**config.mk**
```make
export PLATFORM = sky130hd
export DESIGN_NAME = load_store_unit_flat
export DESIGN_NICKNAME = d
export VERILOG_FILES = /design/src/rtl/lsu_pkg.sv /design/src/rtl/load_store_unit_if.sv /design/src/rtl/lsu_align.sv /design/src/rtl/load_store_unit.sv /design/src/flat_wrapper.sv
export SDC_FILE = /design/constraint.sdc
export NUM_CORES = 1
export LEC_CHECK = 0
export ABC_AREA = 1
export CORE_MARGIN = 1.5
export CORE_UTILIZATION = 53
export DETAILED_ROUTE_END_ITERATION = 8
export PLACE_DENSITY = 0.87
export SLEW_MARGIN = 20
export SYNTH_ARGS = -nofsm -noshare
export SYNTH_HDL_FRONTEND = slang
export SYNTH_HIERARCHICAL = 1
export SYNTH_SLANG_ARGS = --single-unit
```
**constraint.sdc**
```tcl
create_clock -name clk -period 10.4 [get_ports clk]
set_input_delay 2.08 -clock clk [delete_from_list [all_inputs] [get_ports clk]]
set_output_delay 2.08 -clock clk [all_outputs]
set_load 0.02 [all_outputs]
```
**src/rtl/lsu_pkg.sv**
```systemverilog
// lsu_pkg: shared definitions for the load/store unit.
//   - RV32I funct3 encodings for loads and stores
//   - FSM state enum and access-size enum
//   - byte-lane count of a memory word
//   - size decode and legality helpers used by the top level
package lsu_pkg;

    localparam int unsigned LANES = 4;

    localparam logic [2:0] F3_B  = 3'b000;
    localparam logic [2:0] F3_H  = 3'b001;
    localparam logic [2:0] F3_W  = 3'b010;
    localparam logic [2:0] F3_BU = 3'b100;
    localparam logic [2:0] F3_HU = 3'b101;

    typedef enum logic [2:0] {
        StIdle,
        StLoad,
        StRmwRead,
        StWrite,
        StResp
    } lsu_state_t;

    typedef enum logic [1:0] {
        SzByte,
        SzHalf,
        SzWord
    } lsu_size_t;

    // Any encoding that is not a recognised sub-word access falls back to a word access.
    function automatic lsu_size_t size_of(input logic write, input logic [2:0] funct3);
        lsu_size_t size;
        case (funct3)
            F3_B:    size = SzByte;
            F3_H:    size = SzHalf;
            F3_BU:   size = write ? SzWord : SzByte;
            F3_HU:   size = write ? SzWord : SzHalf;
            default: size = SzWord;
        endcase
        return size;
    endfunction

    function automatic logic is_illegal(input logic       write,
                                        input logic [2:0] funct3,
                                        input logic [1:0] offset);
        logic bad_f3;
        logic misaligned;
        if (write) begin
            bad_f3 = funct3[2] || (funct3 == 3'b011);
        end else begin
            bad_f3 = (funct3 == 3'b011) || (funct3[2:1] == 2'b11);
        end
        case (size_of(write, funct3))
            SzHalf:  misaligned = offset[0];
            SzWord:  misaligned = (offset != 2'b00);
            default: misaligned = 1'b0;
        endcase
        return bad_f3 || misaligned;
    endfunction

endpackage

```
**src/rtl/load_store_unit_if.sv**
```systemverilog
// load_store_unit_if: request/response and memory-side signals of the load/store unit.
//   master modport: core + memory side (drives requests and memory read data)
//   slave modport : the load/store unit
//   req_*  : request handshake (valid/ready, write, funct3, addr, wdata)
//   rsp_*  : one-cycle response pulse with load data and error flag
//   mem_*  : word-addressed memory port (write enable, addr, wdata, combinational rdata)
interface load_store_unit_if #(
    parameter int unsigned DATA_WIDTH = 32
);
    logic                  req_valid;
    logic                  req_ready;
    logic                  req_write;
    logic [2:0]            req_funct3;
    logic [DATA_WIDTH-1:0] req_addr;
    logic [DATA_WIDTH-1:0] req_wdata;
    logic                  rsp_valid;
    logic [DATA_WIDTH-1:0] rsp_rdata;
    logic                  rsp_error;
    logic                  mem_write;
    logic [DATA_WIDTH-1:0] mem_addr;
    logic [DATA_WIDTH-1:0] mem_wdata;
    logic [DATA_WIDTH-1:0] mem_rdata;

    modport master (
        output req_valid, req_write, req_funct3, req_addr, req_wdata, mem_rdata,
        input  req_ready, rsp_valid, rsp_rdata, rsp_error, mem_write, mem_addr, mem_wdata
    );

    modport slave (
        input  req_valid, req_write, req_funct3, req_addr, req_wdata, mem_rdata,
        output req_ready, rsp_valid, rsp_rdata, rsp_error, mem_write, mem_addr, mem_wdata
    );
endinterface

```
**src/rtl/lsu_align.sv**
```systemverilog
// lsu_align: combinational lane logic for the load/store unit (little-endian).
//   word_i     : word read from memory
//   wdata_i    : store data (low byte/halfword used for SB/SH)
//   offset_i   : byte offset addr[1:0]
//   size_i     : access size
//   unsigned_i : zero-extend instead of sign-extend for sub-word loads
//   load_o     : extracted and extended load result
//   merge_o    : word_i with the addressed lane(s) replaced by store data
module lsu_align
    import lsu_pkg::*;
#(
    parameter int unsigned DATA_WIDTH = 32
) (
    input  logic [DATA_WIDTH-1:0] word_i,
    input  logic [DATA_WIDTH-1:0] wdata_i,
    input  logic [1:0]            offset_i,
    input  lsu_size_t             size_i,
    input  logic                  unsigned_i,
    output logic [DATA_WIDTH-1:0] load_o,
    output logic [DATA_WIDTH-1:0] merge_o
);

    logic [7:0]       ld_byte;
    logic [15:0]      ld_half;
    logic [LANES-1:0] lane_we;
    logic [7:0]       lane_src [LANES];

    always_comb begin
        ld_byte = '0;
        for (int i = 0; i < LANES; i++) begin
            if (offset_i == 2'(i)) ld_byte = word_i[8*i +: 8];
        end
        // Halfword lane comes from addr[1] only, so an odd address selects its aligned half.
        ld_half = offset_i[1] ? word_i[31:16] : word_i[15:0];
        case (size_i)
            SzByte:  load_o = {{(DATA_WIDTH-8){ld_byte[7] & ~unsigned_i}}, ld_byte};
            SzHalf:  load_o = {{(DATA_WIDTH-16){ld_half[15] & ~unsigned_i}}, ld_half};
            default: load_o = word_i;
        endcase
    end

    always_comb begin
        lane_we = '0;
        merge_o = word_i;
        for (int i = 0; i < LANES; i++) begin
            lane_src[i] = wdata_i[8*i +: 8];
            case (size_i)
                SzByte: begin
                    lane_we[i]  = (offset_i == 2'(i));
                    lane_src[i] = wdata_i[7:0];
                end
                SzHalf: begin
                    lane_we[i]  = (offset_i[1] == (i >= 2));
                    lane_src[i] = wdata_i[8*(i%2) +: 8];
                end
                default: lane_we[i] = 1'b1;
            endcase
            if (lane_we[i]) merge_o[8*i +: 8] = lane_src[i];
        end
    end

endmodule

```
**src/rtl/load_store_unit.sv**
```systemverilog
// load_store_unit: single-outstanding RV32I load/store unit in front of a word-addressed memory.
//   clk : clock, rising edge
//   rst : asynchronous active-high reset
//   bus : load_store_unit_if.slave (request handshake, response pulse, memory port)
// Sub-word stores are read-modify-write: the memory word is read, merged, then written whole.
// Build option LSU_MISALIGN_CHECK_EN: when defined, misaligned or illegal-funct3 requests are
// answered with rsp_error and no memory access; when undefined, rsp_error stays 0, halfword
// and word accesses ignore the low address bits and unknown funct3 acts as a word access.
module load_store_unit
    import lsu_pkg::*;
#(
    parameter int unsigned DATA_WIDTH = 32
) (
    input logic              clk,
    input logic              rst,
    load_store_unit_if.slave bus
);

    lsu_state_t            state_q, state_d;
    logic [DATA_WIDTH-1:0] addr_q, addr_d;
    logic [DATA_WIDTH-1:0] wdata_q, wdata_d;
    logic [DATA_WIDTH-1:0] merge_q, merge_d;
    logic [DATA_WIDTH-1:0] rdata_q, rdata_d;
    logic [2:0]            funct3_q, funct3_d;
    logic                  write_q, write_d;
    logic                  error_q, error_d;

    lsu_size_t             req_size;
    lsu_size_t             cur_size;
    logic                  req_illegal;
    logic [DATA_WIDTH-1:0] ld_ext;
    logic [DATA_WIDTH-1:0] st_merged;

    assign req_size = size_of(bus.req_write, bus.req_funct3);
    assign cur_size = size_of(write_q, funct3_q);

`ifdef LSU_MISALIGN_CHECK_EN
    assign req_illegal = is_illegal(bus.req_write, bus.req_funct3, bus.req_addr[1:0]);
`else
    // error_q can then never be set, which ties rsp_error low.
    assign req_illegal = 1'b0;
`endif

    lsu_align #(
        .DATA_WIDTH(DATA_WIDTH)
    ) u_align (
        .word_i    (bus.mem_rdata),
        .wdata_i   (wdata_q),
        .offset_i  (addr_q[1:0]),
        .size_i    (cur_size),
        .unsigned_i(funct3_q[2]),
        .load_o    (ld_ext),
        .merge_o   (st_merged)
    );

    always_comb begin
        state_d  = state_q;
        addr_d   = addr_q;
        wdata_d  = wdata_q;
        merge_d  = merge_q;
        rdata_d  = rdata_q;
        funct3_d = funct3_q;
        write_d  = write_q;
        error_d  = error_q;
        unique case (state_q)
            StIdle: begin
                if (bus.req_valid) begin
                    addr_d   = bus.req_addr;
                    wdata_d  = bus.req_wdata;
                    funct3_d = bus.req_funct3;
                    write_d  = bus.req_write;
                    // Word stores write the request data straight from the merge register.
                    merge_d  = bus.req_wdata;
                    error_d  = req_illegal;
                    if (req_illegal) begin
                        state_d = StResp;
                    end else if (!bus.req_write) begin
                        state_d = StLoad;
                    end else if (req_size == SzWord) begin
                        state_d = StWrite;
                    end else begin
                        state_d = StRmwRead;
                    end
                end
            end
            StLoad: begin
                rdata_d = ld_ext;
                state_d = StResp;
            end
            StRmwRead: begin
                merge_d = st_merged;
                state_d = StWrite;
            end
            StWrite: state_d = StResp;
            StResp:  state_d = StIdle;
            default: state_d = StIdle;
        endcase
    end

    always_ff @(posedge clk or posedge rst) begin
        if (rst) begin
            state_q  <= StIdle;
            addr_q   <= '0;
            wdata_q  <= '0;
            merge_q  <= '0;
            rdata_q  <= '0;
            funct3_q <= '0;
            write_q  <= 1'b0;
            error_q  <= 1'b0;
        end else begin
            state_q  <= state_d;
            addr_q   <= addr_d;
            wdata_q  <= wdata_d;
            merge_q  <= merge_d;
            rdata_q  <= rdata_d;
            funct3_q <= funct3_d;
            write_q  <= write_d;
            error_q  <= error_d;
        end
    end

    assign bus.req_ready = (state_q == StIdle);
    assign bus.rsp_valid = (state_q == StResp);
    assign bus.rsp_error = (state_q == StResp) && error_q;
    assign bus.rsp_rdata = rdata_q;
    assign bus.mem_write = (state_q == StWrite);
    assign bus.mem_addr  = {addr_q[DATA_WIDTH-1:2], 2'b00};
    assign bus.mem_wdata = merge_q;

endmodule

```
**src/flat_wrapper.sv**
```systemverilog
// flat-port wrapper written by rule: the top's interface ports become plain ports
module load_store_unit_flat import lsu_pkg::*;
#(
    parameter int unsigned DATA_WIDTH = 32
)
  (clk, rst, bus_req_valid, bus_req_write, bus_req_funct3, bus_req_addr, bus_req_wdata, bus_mem_rdata, bus_req_ready, bus_rsp_valid, bus_rsp_rdata, bus_rsp_error, bus_mem_write, bus_mem_addr, bus_mem_wdata);
  load_store_unit_if #(.DATA_WIDTH(DATA_WIDTH)) bus_i ();
  input logic clk;
  input logic rst;
  input wire logic [$bits(bus_i.req_valid)-1:0] bus_req_valid;
  input wire logic [$bits(bus_i.req_write)-1:0] bus_req_write;
  input wire logic [$bits(bus_i.req_funct3)-1:0] bus_req_funct3;
  input wire logic [$bits(bus_i.req_addr)-1:0] bus_req_addr;
  input wire logic [$bits(bus_i.req_wdata)-1:0] bus_req_wdata;
  input wire logic [$bits(bus_i.mem_rdata)-1:0] bus_mem_rdata;
  output wire logic [$bits(bus_i.req_ready)-1:0] bus_req_ready;
  output wire logic [$bits(bus_i.rsp_valid)-1:0] bus_rsp_valid;
  output wire logic [$bits(bus_i.rsp_rdata)-1:0] bus_rsp_rdata;
  output wire logic [$bits(bus_i.rsp_error)-1:0] bus_rsp_error;
  output wire logic [$bits(bus_i.mem_write)-1:0] bus_mem_write;
  output wire logic [$bits(bus_i.mem_addr)-1:0] bus_mem_addr;
  output wire logic [$bits(bus_i.mem_wdata)-1:0] bus_mem_wdata;
  assign bus_i.req_valid = bus_req_valid;
  assign bus_i.req_write = bus_req_write;
  assign bus_i.req_funct3 = bus_req_funct3;
  assign bus_i.req_addr = bus_req_addr;
  assign bus_i.req_wdata = bus_req_wdata;
  assign bus_i.mem_rdata = bus_mem_rdata;
  assign bus_req_ready = bus_i.req_ready;
  assign bus_rsp_valid = bus_i.rsp_valid;
  assign bus_rsp_rdata = bus_i.rsp_rdata;
  assign bus_rsp_error = bus_i.rsp_error;
  assign bus_mem_write = bus_i.mem_write;
  assign bus_mem_addr = bus_i.mem_addr;
  assign bus_mem_wdata = bus_i.mem_wdata;
  load_store_unit #(.DATA_WIDTH(DATA_WIDTH)) u_core (.clk(clk), .rst(rst), .bus(bus_i));
endmodule
```
==> run_results.csv <==
group,metric,value,unit
global_route,grt_max_degree,103,
floorplanning,die_area,14700,um^2
clock_network,h-tree-depth,4,
sta,fmax,229,MHz
place,placed_area,9090,um^2
worst_setup_path,critical_path.max_stage_delay,0.66,ns
worst_setup_path,cp_max_fo,35,
min_path,hold_start,"u_core/bus.rsp_rdata[10]",
route,drtPass1Iterations,6,
sta,tns,0,ns
clock_network,cts_tree,"yes",
route,route.detailed.drc,0,
route,drt_iter0_drc,1055,
pwr,total_leakage_power,4.86,nW
final_layout,syn2layout_area_growth,30.7,%
worst_setup_path,critical_path_class,"reg -> out",
worst_setup_path,rr_startpoint,"u_core/funct3_q[2]",
synthesis,ys_seq_area_frac,0.455,
final_layout,layout_common_cells,"nand2_1, clkdlybuf4s50_1, nand3_1",
final_layout,fin_cells,1293,
clock_network,cts_buffers,17,
final_layout,diodes,0,
final_layout,nNetsFinal,1205,
worst_setup_path,path_cells,"inv_2, nand2_1, nor2_1, clkdlybuf4s50_1",
pwr,irDropWorstVdd,0.208,mV
floorplanning,start_util,0.539,
final_layout,fin_area,9690,um^2
clock_network,cts_hold_buf,0,
sta,slew_headroom,0.364,
pwr,p_int,1.84,mW
sta,hold_violations,0,
route,vias,7306,
synthesis,synth_top_area_cell,"dfrtp_1",
global_route,grt_usage,0.303,
min_path,hold_class,"reg -> reg",
floorplanning,core.rowCount,43,
place,place_hpwl,15.1,mm
sta,tightest_slew,0.952,ns
worst_setup_path,reg2reg_depth,9,
worst_setup_path,rrSetupSlack,7.50,ns
place,dpl.cell_count,1262,
synthesis,ys_top_cells_by_area,"dfrtp_1, nand2_1, nand3_1, buf_4, nand3_2",
clock_network,post-cts-setup-buffer-count,0,
worst_setup_path,worstReg2RegEnd,"u_core/bus.rsp_rdata[19]",
floorplanning,fp.dieH,121,um
global_route,grt_pass1_wl,34.4,mm
clock_network,clock-sinks,135,
clock_network,clockBufferDepth,2,
sta,drv_slew,0,
floorplanning,coreArea,13800,um^2
worst_setup_path,start_kind,"flop",
sta,min_period,4.36,ns
place,io_buffers,199,
sta,rsz0062_at_grt,"no",
synthesis,synth_cell_type_count,31,
final_layout,fin_util,0.704,
sta,period_share,0.419,
clock_network,worst_skew_pair.late_latency,0.42,ns
sta,skew,0.00938,ns
sta,hold_slack,0.471,ns
worst_setup_path,worstPathRequired,8.32,ns
pwr,clockPowerShare,0.173,
final_layout,fillers,1094,
place,gp_congestion,0.935,
pwr,powerDensity,353,nW/um^2
floorplanning,die_x,121,um
synthesis,synth.top_cell.area_share,0.455,
worst_setup_path,crit_path_end_kind,"primary output",
worst_setup_path,worst_path_max_delay_cell,"clkdlybuf4s50_1",
route,wl_per_cell,17.0,um
synthesis,yosys_warnings,6,
clock_network,cts_resized,0,
sta,setup_violations,0,
global_route,antenna_found_initial,0,
min_path,hold_end,"u_core/bus.rsp_rdata[10]",
min_path,hold_depth,2,
pwr,combPwrFrac,0.544,
clock_network,root_buffer,"clkbuf_16",
clock_network,clkTransAtPathRegs,0.06,ns
route,antenna_left,0,
floorplanning,pin_count,203,
synthesis,synth-seq-cells,135,
global_route,grt_pass1_vias,6623,
worst_setup_path,cp.arrival,2.28,ns
synthesis,postSynthAreaPerCell,7.66,um^2
route,wl,22.0,mm
global_route,grt_overflow,0,
status,status,"finished, final reports clean",
pwr,p_switching,1.57,mW
pwr,p_seq_frac,0.282,
route,drt-vias-per-instance,5.65,
synthesis,synth_cells,968,
final_layout,final_common_cell,"nand2_1",
synthesis,synth_area,7420,um^2
final_layout,drive_above_1_share,0.0925,
pwr,p_sw_frac,0.460,
flow_run,cap_violations,0,
-- critical path: cells and delay by family, from the launching register on --
| kind | cells | cell delay, ns |
|---|---|---|
| flops | 1 | 0.43 |
| buf+inv | 2 | 1.09 |
| simple gates | 2 | 0.33 |
-- metrics by stage --
stage / total power [mW] / setup slack, ns
2_1_floorplan: 2.27 / 4.71
4_1_cts: 3.39 / 5.84
6_report: 3.42 / 6.04
3_5_place_dp: 2.78 / 5.44
5_1_grt: 3.63 / 5.96
3_3_place_gp: 2.73 / 5.48
-- power groups by stage --
stage                     clock network, mW  logic, mW  registers, mW
after floorplan                           0       1.22           1.05
after CTS                             0.596       1.83          0.961
after detailed placement                  0       1.81          0.965
after global routing                  0.622       2.02          0.991
final                                 0.592       1.86          0.965
after global placement                    0       1.77          0.958
-- synthesized netlist by cell type, drive strengths merged --
library cell  number
o21ai             38
clkbuf            14
o211ai             7
nor2              10
inv               44
nand3            164
nand2            429
nor3               1
dfrtp            135
buf               76
or2                5
a21oi             11
conb               1
nand4             32
a21o               1
-- per-layer routing --
layer / wire length (um) / up-vias / GRT usage
met2: 10300 / 453 / 0.482
li1: - / 3373 / -
met3: 1790 / 96 / 0.0479
met5: 0 / - / 0
met4: 821 / 0 / 0.117
met1: 9110 / 3384 / 0.416
-- worst max-delay path by stage --
stage,start,to,slack (ns),depth (start not counted)
final,u_core/state_q[1],bus_req_ready,6.04,4
after global routing,u_core/state_q[1],bus_req_ready,5.96,4
after CTS,bus_req_valid,u_core/addr_q[31],5.84,6
after detailed placement,bus_req_valid,u_core/addr_q[31],5.44,6
after global placement,bus_req_valid,u_core/funct3_q[0],5.48,5
after floorplan,rst,u_core/addr_q[0],4.71,1
-- cell type report --
class	count	area [um^2]	share of cell area
timing repair buffer	203	2040	0.211
tap	180	225	0.0232
sequential	135	3380	0.349
inverter	44	170	0.0176
multi-input combinational	701	3300	0.340
clock inverter	11	126	0.0130
clock buffer	19	453	0.0467
-- sequential cells by signal (all words and copies together), names as in the netlist --
signal / cells
u_core/bus.rsp_rdata: 32
u_core/write_q: 1
u_core/wdata_q: 32
u_core/bus.mem_wdata: 32
u_core/funct3_q: 3
u_core/addr_q: 32
u_core/state_q: 3
-- cells by family (layout without fill, tap and decap cells) --
kind of cell | after synthesis | in the layout | synth area share
AOI/OAI and AO/OA | 57 | 57 | 0.0528
other | 1 | 3 | 0.000506
DFF | 135 | 135 | 0.455
and+or+nand+nor | 641 | 641 | 0.389
buffers and inverters | 134 | 277 | 0.102
No activity file was read; power rests on OpenSTA's default activity.
